File: src/rtl/ctrl_hazard_pipe_pkg.sv
// Shared constants and types for the registered main-control / hazard unit.
package ctrl_pkg;

    // Opcodes decoded in ID
    localparam logic [5:0] OP_RTYPE = 6'b000000;
    localparam logic [5:0] OP_J     = 6'b000010;
    localparam logic [5:0] OP_BEQ   = 6'b000100;
    localparam logic [5:0] OP_BNE   = 6'b000101;
    localparam logic [5:0] OP_ADDI  = 6'b001000;
    localparam logic [5:0] OP_LW    = 6'b100011;
    localparam logic [5:0] OP_SW    = 6'b101011;

    // Bit positions inside the 8-bit ID/EX control word
    localparam int unsigned CB_REGWRITE = 7;
    localparam int unsigned CB_MEMTOREG = 6;
    localparam int unsigned CB_MEMREAD  = 5;
    localparam int unsigned CB_MEMWRITE = 4;
    localparam int unsigned CB_ALUSRC   = 3;
    localparam int unsigned CB_ALUOP_HI = 2;
    localparam int unsigned CB_ALUOP_LO = 1;
    localparam int unsigned CB_REGDST   = 0;

    // Bit position of MemRead inside the 4-bit EX/MEM control word
    localparam int unsigned EM_MEMREAD = 1;

    // Decode results {RegWrite, MemtoReg, MemRead, MemWrite, ALUSrc, ALUOp[1:0], RegDst}
    localparam logic [7:0] CTRL_LW    = 8'b1110_1000;
    localparam logic [7:0] CTRL_SW    = 8'b0001_1000;
    localparam logic [7:0] CTRL_BR    = 8'b0000_0010;
    localparam logic [7:0] CTRL_RTYPE = 8'b1000_0101;
    localparam logic [7:0] CTRL_ADDI  = 8'b1000_1000;
    localparam logic [7:0] CTRL_NONE  = 8'b0000_0000;

    typedef enum logic [1:0] {
        PC_SEQ = 2'b00,
        PC_BR  = 2'b01,
        PC_JMP = 2'b10
    } pc_src_t;

    typedef enum logic {
        RUN  = 1'b0,
        WAIT = 1'b1
    } state_t;

    typedef enum logic [1:0] {
        DST_NONE = 2'b00,
        DST_RT   = 2'b01,
        DST_RD   = 2'b10
    } dst_sel_t;

endpackage

File: src/rtl/ctrl_hazard_pipe_if.sv
// ID-stage inputs and pipeline control outputs of the hazard unit.
interface ctrl_hazard_pipe_if #(
    parameter int REG_W = 5
);
    logic             valid_i;
    logic [5:0]       op_i;
    logic [REG_W-1:0] rs_i;
    logic [REG_W-1:0] rt_i;
    logic [REG_W-1:0] rd_i;
    logic             eq_i;
    logic [7:0]       id_ex_o;
    logic [3:0]       ex_mem_o;
    logic [1:0]       mem_wb_o;
    logic             pc_write_o;
    logic             if_id_write_o;
    logic             if_flush_o;
    logic [1:0]       pc_src_o;
    logic             illegal_o;

    modport master (
        output valid_i, op_i, rs_i, rt_i, rd_i, eq_i,
        input  id_ex_o, ex_mem_o, mem_wb_o, pc_write_o, if_id_write_o,
               if_flush_o, pc_src_o, illegal_o
    );

    modport slave (
        input  valid_i, op_i, rs_i, rt_i, rd_i, eq_i,
        output id_ex_o, ex_mem_o, mem_wb_o, pc_write_o, if_id_write_o,
               if_flush_o, pc_src_o, illegal_o
    );
endinterface

File: src/rtl/ctrl_hazard_pipe_decode.sv
// Combinational opcode decoder: control word, register usage and flow class.
module ctrl_decode
    import ctrl_pkg::*;
#(
    parameter int HAS_BNE = 1
) (
    input  logic       valid,
    input  logic [5:0] op,
    output logic [7:0] ctrl,
    output logic       reads_rs,
    output logic       reads_rt,
    output dst_sel_t   dst_sel,
    output logic       is_br,
    output logic       is_bne,
    output logic       is_j,
    output logic       illegal
);

    // Opcode lookup; an empty IF/ID slot decodes to all zeros
    always_comb begin
        ctrl     = CTRL_NONE;
        reads_rs = 1'b0;
        reads_rt = 1'b0;
        dst_sel  = DST_NONE;
        is_br    = 1'b0;
        is_bne   = 1'b0;
        is_j     = 1'b0;
        illegal  = 1'b0;
        if (valid) begin
            reads_rs = 1'b1;
            case (op)
                OP_LW: begin
                    ctrl    = CTRL_LW;
                    dst_sel = DST_RT;
                end
                OP_SW: begin
                    ctrl     = CTRL_SW;
                    reads_rt = 1'b1;
                end
                OP_BEQ: begin
                    ctrl     = CTRL_BR;
                    reads_rt = 1'b1;
                    is_br    = 1'b1;
                end
                OP_BNE: begin
                    if (HAS_BNE != 0) begin
                        ctrl     = CTRL_BR;
                        reads_rt = 1'b1;
                        is_br    = 1'b1;
                        is_bne   = 1'b1;
                    end else begin
                        illegal = 1'b1;
                    end
                end
                OP_RTYPE: begin
                    ctrl     = CTRL_RTYPE;
                    reads_rt = 1'b1;
                    dst_sel  = DST_RD;
                end
                OP_ADDI: begin
                    ctrl    = CTRL_ADDI;
                    dst_sel = DST_RT;
                end
                OP_J: begin
                    reads_rs = 1'b0;
                    is_j     = 1'b1;
                end
                default: illegal = 1'b1;
            endcase
        end
    end

endmodule

File: src/rtl/ctrl_hazard_pipe.sv
// Registered main control with load-use / branch-operand stall and branch/jump redirect.
module ctrl_hazard_pipe
    import ctrl_pkg::*;
#(
    parameter int REG_W    = 5,
    parameter int LU_STALL = 1,
    parameter int HAS_BNE  = 1
) (
    input  logic              clk_i,
    input  logic              rst_i,
    ctrl_hazard_pipe_if.slave bus
);

    logic [7:0]       ctrl;
    logic             reads_rs;
    logic             reads_rt;
    dst_sel_t         dst_sel;
    logic             is_br;
    logic             is_bne;
    logic             is_j;
    logic             dec_illegal;
    logic [REG_W-1:0] id_dst;

    logic [7:0]       id_ex;
    logic [3:0]       ex_mem;
    logic [1:0]       mem_wb;
    logic [REG_W-1:0] ex_dst;
    logic [REG_W-1:0] mem_dst;
    logic             illegal;

    state_t           state;
    state_t           state_next;
    logic [1:0]       cnt;
    logic [1:0]       cnt_next;
    logic [1:0]       lu_load;
    logic             stall;
    logic             lu_haz;
    logic             br_haz;
    logic             ex_hit_rs;
    logic             ex_hit_rt;
    logic             mem_hit;
    pc_src_t          pc_src;
    logic             flush;

    ctrl_decode #(.HAS_BNE(HAS_BNE)) u_decode (
        .valid    (bus.valid_i),
        .op       (bus.op_i),
        .ctrl     (ctrl),
        .reads_rs (reads_rs),
        .reads_rt (reads_rt),
        .dst_sel  (dst_sel),
        .is_br    (is_br),
        .is_bne   (is_bne),
        .is_j     (is_j),
        .illegal  (dec_illegal)
    );

    // Destination register of the ID instruction
    always_comb begin
        id_dst = '0;
        case (dst_sel)
            DST_RT:  id_dst = bus.rt_i;
            DST_RD:  id_dst = bus.rd_i;
            default: id_dst = '0;
        endcase
    end

    // Hazard detection; $zero never matches
    always_comb begin
        ex_hit_rs = (ex_dst != '0) && (ex_dst == bus.rs_i);
        ex_hit_rt = (ex_dst != '0) && (ex_dst == bus.rt_i);
        mem_hit   = (mem_dst != '0) && ((mem_dst == bus.rs_i) || (mem_dst == bus.rt_i));
        lu_haz    = id_ex[CB_MEMREAD] && ((reads_rs && ex_hit_rs) || (reads_rt && ex_hit_rt));
        br_haz    = is_br && ((id_ex[CB_REGWRITE] && (ex_hit_rs || ex_hit_rt)) ||
                              (ex_mem[EM_MEMREAD] && mem_hit));
    end

    // Stall FSM next state: RUN inserts bubbles on hazards, WAIT counts out load-use bubbles
    always_comb begin
        state_next = state;
        cnt_next   = cnt;
        stall      = 1'b0;
        // The EX/MEM load check that a branch would need is masked by WAIT,
        // so the extra branch bubble is counted into the load-use stall here.
        lu_load    = is_br ? 2'(LU_STALL) : 2'(LU_STALL - 1);
        case (state)
            RUN: begin
                if (lu_haz || br_haz) begin
                    stall = 1'b1;
                end
                if (lu_haz) begin
                    cnt_next = lu_load;
                    if (lu_load != 2'd0) begin
                        state_next = WAIT;
                    end
                end
            end
            WAIT: begin
                stall    = 1'b1;
                cnt_next = cnt - 2'd1;
                if (cnt == 2'd1) begin
                    state_next = RUN;
                end
            end
            default: state_next = RUN;
        endcase
        if (rst_i) begin
            stall = 1'b0;
        end
    end

    // Redirect for taken branches and jumps, suppressed while stalling or in reset
    always_comb begin
        pc_src = PC_SEQ;
        flush  = 1'b0;
        if (!stall && !rst_i) begin
            if (is_j) begin
                pc_src = PC_JMP;
                flush  = 1'b1;
            end else if (is_br && (is_bne ? !bus.eq_i : bus.eq_i)) begin
                pc_src = PC_BR;
                flush  = 1'b1;
            end
        end
    end

    // Stall FSM state register
    always_ff @(posedge clk_i) begin
        if (rst_i) begin
            state <= RUN;
            cnt   <= '0;
        end else begin
            state <= state_next;
            cnt   <= cnt_next;
        end
    end

    // Pipeline control registers and sticky illegal flag
    always_ff @(posedge clk_i) begin
        if (rst_i) begin
            id_ex   <= '0;
            ex_dst  <= '0;
            ex_mem  <= '0;
            mem_dst <= '0;
            mem_wb  <= '0;
            illegal <= 1'b0;
        end else begin
            id_ex   <= stall ? CTRL_NONE : ctrl;
            ex_dst  <= stall ? '0 : id_dst;
            ex_mem  <= id_ex[7:4];
            mem_dst <= ex_dst;
            mem_wb  <= ex_mem[3:2];
            illegal <= illegal | dec_illegal;
        end
    end

    assign bus.id_ex_o       = id_ex;
    assign bus.ex_mem_o      = ex_mem;
    assign bus.mem_wb_o      = mem_wb;
    assign bus.pc_write_o    = !stall;
    assign bus.if_id_write_o = !stall;
    assign bus.if_flush_o    = flush;
    assign bus.pc_src_o      = pc_src;
    assign bus.illegal_o     = illegal;

endmodule

File: src/flat_wrapper.sv
// flat-port wrapper written by rule: the top's interface ports become plain ports
module ctrl_hazard_pipe_flat import ctrl_pkg::*;
#(
    parameter int REG_W    = 5,
    parameter int LU_STALL = 1,
    parameter int HAS_BNE  = 1
)
  (clk_i, rst_i, bus_valid_i, bus_op_i, bus_rs_i, bus_rt_i, bus_rd_i, bus_eq_i, bus_id_ex_o, bus_ex_mem_o, bus_mem_wb_o, bus_pc_write_o, bus_if_id_write_o, bus_if_flush_o, bus_pc_src_o, bus_illegal_o);
  ctrl_hazard_pipe_if #(.REG_W(REG_W)) bus_i ();
  input  logic clk_i;
  input  logic rst_i;
  input wire logic [$bits(bus_i.valid_i)-1:0] bus_valid_i;
  input wire logic [$bits(bus_i.op_i)-1:0] bus_op_i;
  input wire logic [$bits(bus_i.rs_i)-1:0] bus_rs_i;
  input wire logic [$bits(bus_i.rt_i)-1:0] bus_rt_i;
  input wire logic [$bits(bus_i.rd_i)-1:0] bus_rd_i;
  input wire logic [$bits(bus_i.eq_i)-1:0] bus_eq_i;
  output wire logic [$bits(bus_i.id_ex_o)-1:0] bus_id_ex_o;
  output wire logic [$bits(bus_i.ex_mem_o)-1:0] bus_ex_mem_o;
  output wire logic [$bits(bus_i.mem_wb_o)-1:0] bus_mem_wb_o;
  output wire logic [$bits(bus_i.pc_write_o)-1:0] bus_pc_write_o;
  output wire logic [$bits(bus_i.if_id_write_o)-1:0] bus_if_id_write_o;
  output wire logic [$bits(bus_i.if_flush_o)-1:0] bus_if_flush_o;
  output wire logic [$bits(bus_i.pc_src_o)-1:0] bus_pc_src_o;
  output wire logic [$bits(bus_i.illegal_o)-1:0] bus_illegal_o;
  assign bus_i.valid_i = bus_valid_i;
  assign bus_i.op_i = bus_op_i;
  assign bus_i.rs_i = bus_rs_i;
  assign bus_i.rt_i = bus_rt_i;
  assign bus_i.rd_i = bus_rd_i;
  assign bus_i.eq_i = bus_eq_i;
  assign bus_id_ex_o = bus_i.id_ex_o;
  assign bus_ex_mem_o = bus_i.ex_mem_o;
  assign bus_mem_wb_o = bus_i.mem_wb_o;
  assign bus_pc_write_o = bus_i.pc_write_o;
  assign bus_if_id_write_o = bus_i.if_id_write_o;
  assign bus_if_flush_o = bus_i.if_flush_o;
  assign bus_pc_src_o = bus_i.pc_src_o;
  assign bus_illegal_o = bus_i.illegal_o;
  ctrl_hazard_pipe #(.REG_W(REG_W), .LU_STALL(LU_STALL), .HAS_BNE(HAS_BNE)) u_core (.clk_i(clk_i), .rst_i(rst_i), .bus(bus_i));
endmodule
File: config.mk
export PLATFORM = sky130hd
export DESIGN_NAME = ctrl_hazard_pipe_flat
export DESIGN_NICKNAME = d
export VERILOG_FILES = /design/src/rtl/ctrl_hazard_pipe_pkg.sv /design/src/rtl/ctrl_hazard_pipe_if.sv /design/src/rtl/ctrl_hazard_pipe_decode.sv /design/src/rtl/ctrl_hazard_pipe.sv /design/src/flat_wrapper.sv
export SDC_FILE = /design/constraint.sdc
export NUM_CORES = 1
export LEC_CHECK = 0
export CAP_MARGIN = 15
export CORE_MARGIN = 5
export CORE_UTILIZATION = 30
export CTS_CLUSTER_DIAMETER = 120
export DETAILED_ROUTE_END_ITERATION = 6
export GPL_TIMING_DRIVEN = 0
export PLACE_DENSITY = 0.68
export SYNTH_ARGS = -nofsm -noshare
export SYNTH_HDL_FRONTEND = slang
export SYNTH_SLANG_ARGS = --single-unit
File: constraint.sdc
create_clock -name clk_i -period 6.79 [get_ports clk_i]
set_clock_uncertainty 0.2 [all_clocks]
set_input_delay 2.037 -clock clk_i [delete_from_list [all_inputs] [get_ports clk_i]]
set_output_delay 2.037 -clock clk_i [all_outputs]
set_load 0.02 [all_outputs]
# Yosys cells after proc, flatten, opt, wreduce, memory -nomap -nowiden
# Cells that the tools add are included.
[totals]
reg_bits = 28
input_bits = 25
output_inout_bits = 20
wordCells = 88
[classes]
n_addsub = 1
eq_ne = 14
mux = 33
bitwise = 3
n_reduce_logical = 29
[ops]
columns = ["cell", "n"]
rows = [
  ["case mux 8 bit (5 select lines)", 1],
  ["two-way mux 1 bit", 23],
  ["== test 5 bit", 4],
  ["== test 6 x 3 -> 1 bit (second input constant)", 2],
  ["== test 6 bit (second input constant)", 2],
  ["logical AND 1 bit", 11],
  ["case mux 5 bit (2 select lines)", 1],
  ["nonzero test 5 bit", 2],
  ["two-way mux 2 bit", 4],
  ["case mux 2 bit (2 select lines)", 2],
  ["OR reduction 7 bit", 1],
  ["== test 6 x 2 -> 1 bit (second input constant)", 1],
  ["== test 6 x 4 -> 1 bit (second input constant)", 1],
  ["logical NOT 6 bit", 1],
  ["OR reduction 2 bit", 3],
  ["logical OR 1 bit", 5],
  ["== test 2 x 1 -> 1 bit (second input constant)", 2],
  ["case mux 1 bit (2 select lines)", 2],
  ["OR reduction 4 bit", 1],
  ["logical NOT 1 bit", 3],
  ["OR reduction 3 bit", 1],
  ["== test 2 bit (second input constant)", 1],
  ["inequality test 2 x 1 -> 1 bit (second input constant)", 1],
  ["NOT 1 bit", 2],
  ["other kinds (3)", 3],
]

# Logic depth before layout (Yosys ltp)
[logic_depth]
depth_word = 14
mapped_depth = 8
depth_no_buf = 8

# By module
# From an unflattened synthesis, not the netlist that was laid out.
[unflattened]
hier_cells = 167
area_unflattened_um2 = 1629.1
[modules_own_cells]
columns = ["module", "instances", "cells_each", "area_per_inst_um2"]
rows = [
  ["ctrl_hazard_pipe", 1, 135, 1412.6],
  ["ctrl_decode", 1, 32, 216.5],
]

# Worst setup path before layout
# OpenSTA, ideal clock, no wires.
[synth_path]
path_kind = "input to output"
start = "input bus_op_i[3]"
end = "output bus_pc_src_o[0]"
arrival_time_ns = 3.610
required_ns = 4.553
setup_slack_ns = 0.943
cell_stages = 8
path_cell_list = "clkbuf_1 -> and3_1 -> mux2i_1 -> nor3_2 -> a221oi_2 -> nand4_2 -> buf_6 -> nor3_2"
[synth_via]
elab_chain_cells = 14
[synth_lines]
columns = ["item", "line_no", "text"]
rows = [
  ["from (decl)", "flat_wrapper.sv:13", "input wire logic [$bits(bus_i.op_i)-1:0] bus_op_i;"],
  ["== test 6 x 3 -> 1 bit, or another cell as far along", "ctrl_hazard_pipe_decode.sv:31", "case (op)"],
  ["OR reduction 4 bit (no line)", "n/a", ""],
  ["two-way mux 1 bit", "n/a", ""],
  ["two-way mux 1 bit", "ctrl_hazard_pipe_decode.sv:29", "if (valid) begin"],
  ["logical AND 1 bit", "ctrl_hazard_pipe.sv:73", "lu_haz = id_ex[CB_MEMREAD] && ((reads_rs && ex_hit_rs) || (reads_rt && ex_hit_rt));"],
  ["logical OR 1 bit", "ctrl_hazard_pipe.sv:73", ""],
  ["logical AND 1 bit", "ctrl_hazard_pipe.sv:73", ""],
  ["logical OR 1 bit", "ctrl_hazard_pipe.sv:88", "if (lu_haz || br_haz) begin"],
  ["two-way mux 1 bit", "ctrl_hazard_pipe.sv:88", ""],
  ["case mux 1 bit (2 select lines)", "ctrl_hazard_pipe.sv:86", "case (state)"],
  ["two-way mux 1 bit", "ctrl_hazard_pipe.sv:107", "if (rst_i) begin"],
  ["logical NOT 1 bit", "ctrl_hazard_pipe.sv:116", "if (!stall && !rst_i) begin"],
  ["logical AND 1 bit", "ctrl_hazard_pipe.sv:116", ""],
  ["two-way mux 2 bit *", "ctrl_hazard_pipe.sv:116", ""],
  ["to (decl)", "flat_wrapper.sv:24", "output wire logic [$bits(bus_i.pc_src_o)-1:0] bus_pc_src_o;"],
]
# Mark *: on every way between the ends. The rest lies on a longest branch, timed or not.

# Final worst setup path
[layout_path]
start = "input bus_op_i[0]"
end = "output bus_pc_write_o"
[layout_via]
elab_chain_cells = 12
[layout_lines]
columns = ["item", "line_no", "text"]
rows = [
  ["== test 6 x 3 -> 1 bit, or another cell as far along", "ctrl_hazard_pipe_decode.sv:31", ""],
  ["OR reduction 4 bit (no line)", "n/a", ""],
  ["two-way mux 1 bit", "n/a", ""],
  ["two-way mux 1 bit", "ctrl_hazard_pipe_decode.sv:29", ""],
  ["logical AND 1 bit", "ctrl_hazard_pipe.sv:73", ""],
  ["logical OR 1 bit", "ctrl_hazard_pipe.sv:73", ""],
  ["logical AND 1 bit", "ctrl_hazard_pipe.sv:73", ""],
  ["logical OR 1 bit *", "ctrl_hazard_pipe.sv:88", ""],
  ["two-way mux 1 bit *", "ctrl_hazard_pipe.sv:88", ""],
  ["case mux 1 bit (2 select lines) *", "ctrl_hazard_pipe.sv:86", ""],
  ["two-way mux 1 bit *", "ctrl_hazard_pipe.sv:107", ""],
  ["logical NOT 1 bit *", "ctrl_hazard_pipe.sv:160", "assign bus.pc_write_o = !stall;"],
  ["to (decl)", "flat_wrapper.sv:21", "output wire logic [$bits(bus_i.pc_write_o)-1:0] bus_pc_write_o;"],
]
# Marked as above.

==> out/summary.txt <==
register area share after synthesis: 0.357
synth warn: 0
Fmax achieved: 0.151 GHz
Slew headroom: 0.694
fin crit period: 6.63 ns
Fill cells: 442
M1 WL: 1.68 mm
Pwr Density: 143 nW/um^2
library cells used by synthesis: 36
Lkg Pwr: 0.669 nW
Routed Antenna Nets: 0
die extent in x: 78.3 um
largest fanout on the critical path: 5
via count: 1246
Crit Path Class: in2out
Antenna Cells: 0
Hold Fails Final Rpt: 0
Hold Path Class: reg2reg
synthesized flop and latch total: 25
DRC errors left: 0
Synth area leaders: dfxtp_1 (36%), xnor2_1 (12%), nor2b_1 (5.8%)
area share of the largest cell type after synthesis: 0.357
Main synth FF type: dfxtp_1
Post-Synthesis Cells: 157
Post-Syn Nets: 185
Storage cell area: 500 um^2
share of layout cells above drive strength 1: 0.118
Finished Layout Cells: 256
die area: 6140 um^2
clk_lat worst skew: 0.27 ns
setup_tns: 0 ns
ys async rst share: 0
TritonCTS Buffers: 3
Worst setup SP type: primary input
Routed WL per cell: 13.4 um
Inst Count DP: 251
Iteration-0 DRC Markers: 121
RSZ-0062 raised after global routing: no
Routed WL: 3.43 mm
vias in the first global route: 1203
number of synthesized flops with an enable pin: 0
Mapped Area: 1400 um^2
Final Wtd Congestion: 0.814
nets: 233
multi-input logic area: 843 um^2
Die H: 78.3 um
status: finished, final reports clean
CTS root buf: clkbuf_8
Worst-Margin Slew: 0.459 ns
top cell type by total area after synthesis: dfxtp_1
H-tree levels: 1
Critical Path RT: 4.55 ns
vias per cell: 4.87
Syn Area/Cell: 8.93 um^2
global route overflow: 0
fin. max-slew vios: 0
Met2 Wirelength: 1.56 mm
first-pass GRT wire length: 5.66 mm
Final setup viols: 0
top sig layer: met4
IO Count: 45
arrival time at the worst endpoint: 4.39 ns
Placeable Area: 4440 um^2
Crit. End Element: primary output
DRT Pass-1 Iters: 4
Global Route Usage Sum: 0.114
met3 wire len: 158 um
Area growth syn-to-layout: 39.0%
Tcrit/Tclk final: 0.976
Port-buffer cells: 42
VDD IR max: 0.0806 mV
CTS Buffer Depth: 2
CTS Sinks: 25
hold buffers post-CTS: 0
Clock transition at path regs: 0.09 ns
Initial Utilization: 0.315
Row Count: 24
max cap viols: 0
CTS tree: yes
initial antenna violation count: 0
largest net degree at the start of global routing: 15
hpwl dp: 2.79 mm
## power by group
group	leakage (nW)	switching [mW]	internal (mW)	total (mW)
clock network	0.0255	0.0475	0.0411	0.0886
logic	0.442	0.0205	0.0218	0.0423
registers	0.202	0.000453	0.147	0.148
## what timing repair did
action,in CTS,in global routing
resized for setup,3,6
buffers inserted,0,1
endpoints found under the setup margin,3,3
pin swaps,0,0
## final cells by class
cell class                 count  area share
sequential                    25       0.257
clock inverter                 1     0.00257
multi-input combinational    119       0.433
tap                           52      0.0334
timing repair buffer          43       0.216
clock buffer                   3      0.0212
buffer                         8      0.0270
inverter                       5     0.00963
## routing by layer
metal / GRT usage / up-vias
met5: 0 / -
met4: 0.0210 / 0
met3: 0.0263 / 4
met2: 0.187 / 28
met1: 0.156 / 571
li1: - / 643
## stage by stage
step	total power, mW	hold WS, ns	util	worst slack (ns)	area [um^2]
after floorplan	0.170	0.248	-	0.943	1400
final	0.279	0.268	0.438	0.163	1950
after global placement	0.192	0.246	0.425	-0.151	1890
after detailed placement	0.193	0.256	0.425	-0.161	1890
after CTS	0.279	0.269	0.434	0.0769	1930
after global routing	0.291	0.288	0.438	0.00283	1950
## path summary, 6_finish.rpt
| kind | start | end | slack (ns) | cells past startpoint |
|---|---|---|---|---|
| min reg2reg | u_core.bus.ex_mem_o[3]$_SDFF_PP0_ | u_core.bus.mem_wb_o[1]$_SDFF_PP0_ | 0.27 | 1 |
| max reg2reg | u_core.ex_dst[2]$_SDFF_PP0_ | u_core.bus.id_ex_o[4]$_SDFF_PP0_ | 4.37 | 6 |
| min | u_core.bus.ex_mem_o[3]$_SDFF_PP0_ | u_core.bus.mem_wb_o[1]$_SDFF_PP0_ | 0.27 | 1 |
| max | bus_op_i[0] | bus_pc_write_o | 0.16 | 8 |
## registers in the layout, indices dropped and copies added, names as in the netlist
register	flops
u_core.mem_dst	5
u_core.cnt	2
u_core.bus.mem_wb_o	2
u_core.bus.illegal_o	1
u_core.ex_dst	5
u_core.state	1
u_core.bus.id_ex_o	6
u_core.bus.ex_mem_o	3
## cells by family (layout without fill, tap and decap cells)
kind of cell,Yosys count,in the layout,synth area share
compound gates,20,20,0.118
xor+xnor,21,21,0.131
fa+ha+maj,3,3,0.0268
buf+inv,13,60,0.0509
flops,25,25,0.357
mux,2,2,0.0143
simple gates,73,73,0.302
## cell usage after synthesis, types with 2 or more instances
master and instances:
dfxtp_1 25, xnor2_1 19, nor2_1 15, nor2b_1 13
nand2_1 9, nand3_1 8, a22oi_1 7, nor3_1 6
inv_1 5, nor3_2 5, buf_4 4, nor4_1 4
a21oi_1 3, clkbuf_1 3, ha_1 3, nand2b_1 3
and3_1 2, mux2i_1 2, nand4_1 2, o21a_1 2
xor2_1 2
## critical path, cell delays in order
cell and delay, ns:
clkdlybuf4s50_1 0.57, nor2b_1 0.22, mux2i_1 0.28, nor3_2 0.10, a22oi_2 0.24, a41o_1 0.24
buf_4 0.11, clkdlybuf4s50_1 0.58
## layout by cell type (no fill, tap or decap), drive strengths merged, types with 2 or more instances in the layout
cell | netlist | final
clkbuf | 3 | 7
nor2 | 15 | 15
or4 | 2 | 2
o21a | 2 | 2
a21oi | 3 | 3
a22oi | 7 | 7
nand3 | 8 | 8
xor2 | 2 | 2
nand4 | 3 | 3
xnor2 | 19 | 19
nor4 | 4 | 4
and3 | 2 | 2
nor2b | 13 | 13
nand2b | 3 | 3
nor3 | 12 | 12
dfxtp | 25 | 25
nand2 | 9 | 9
buf | 5 | 6
o211ai | 2 | 2
ha | 3 | 3
clkdlybuf4s50 | 0 | 39
mux2i | 2 | 2
inv | 5 | 5
Power figures use the tool's default switching activity.
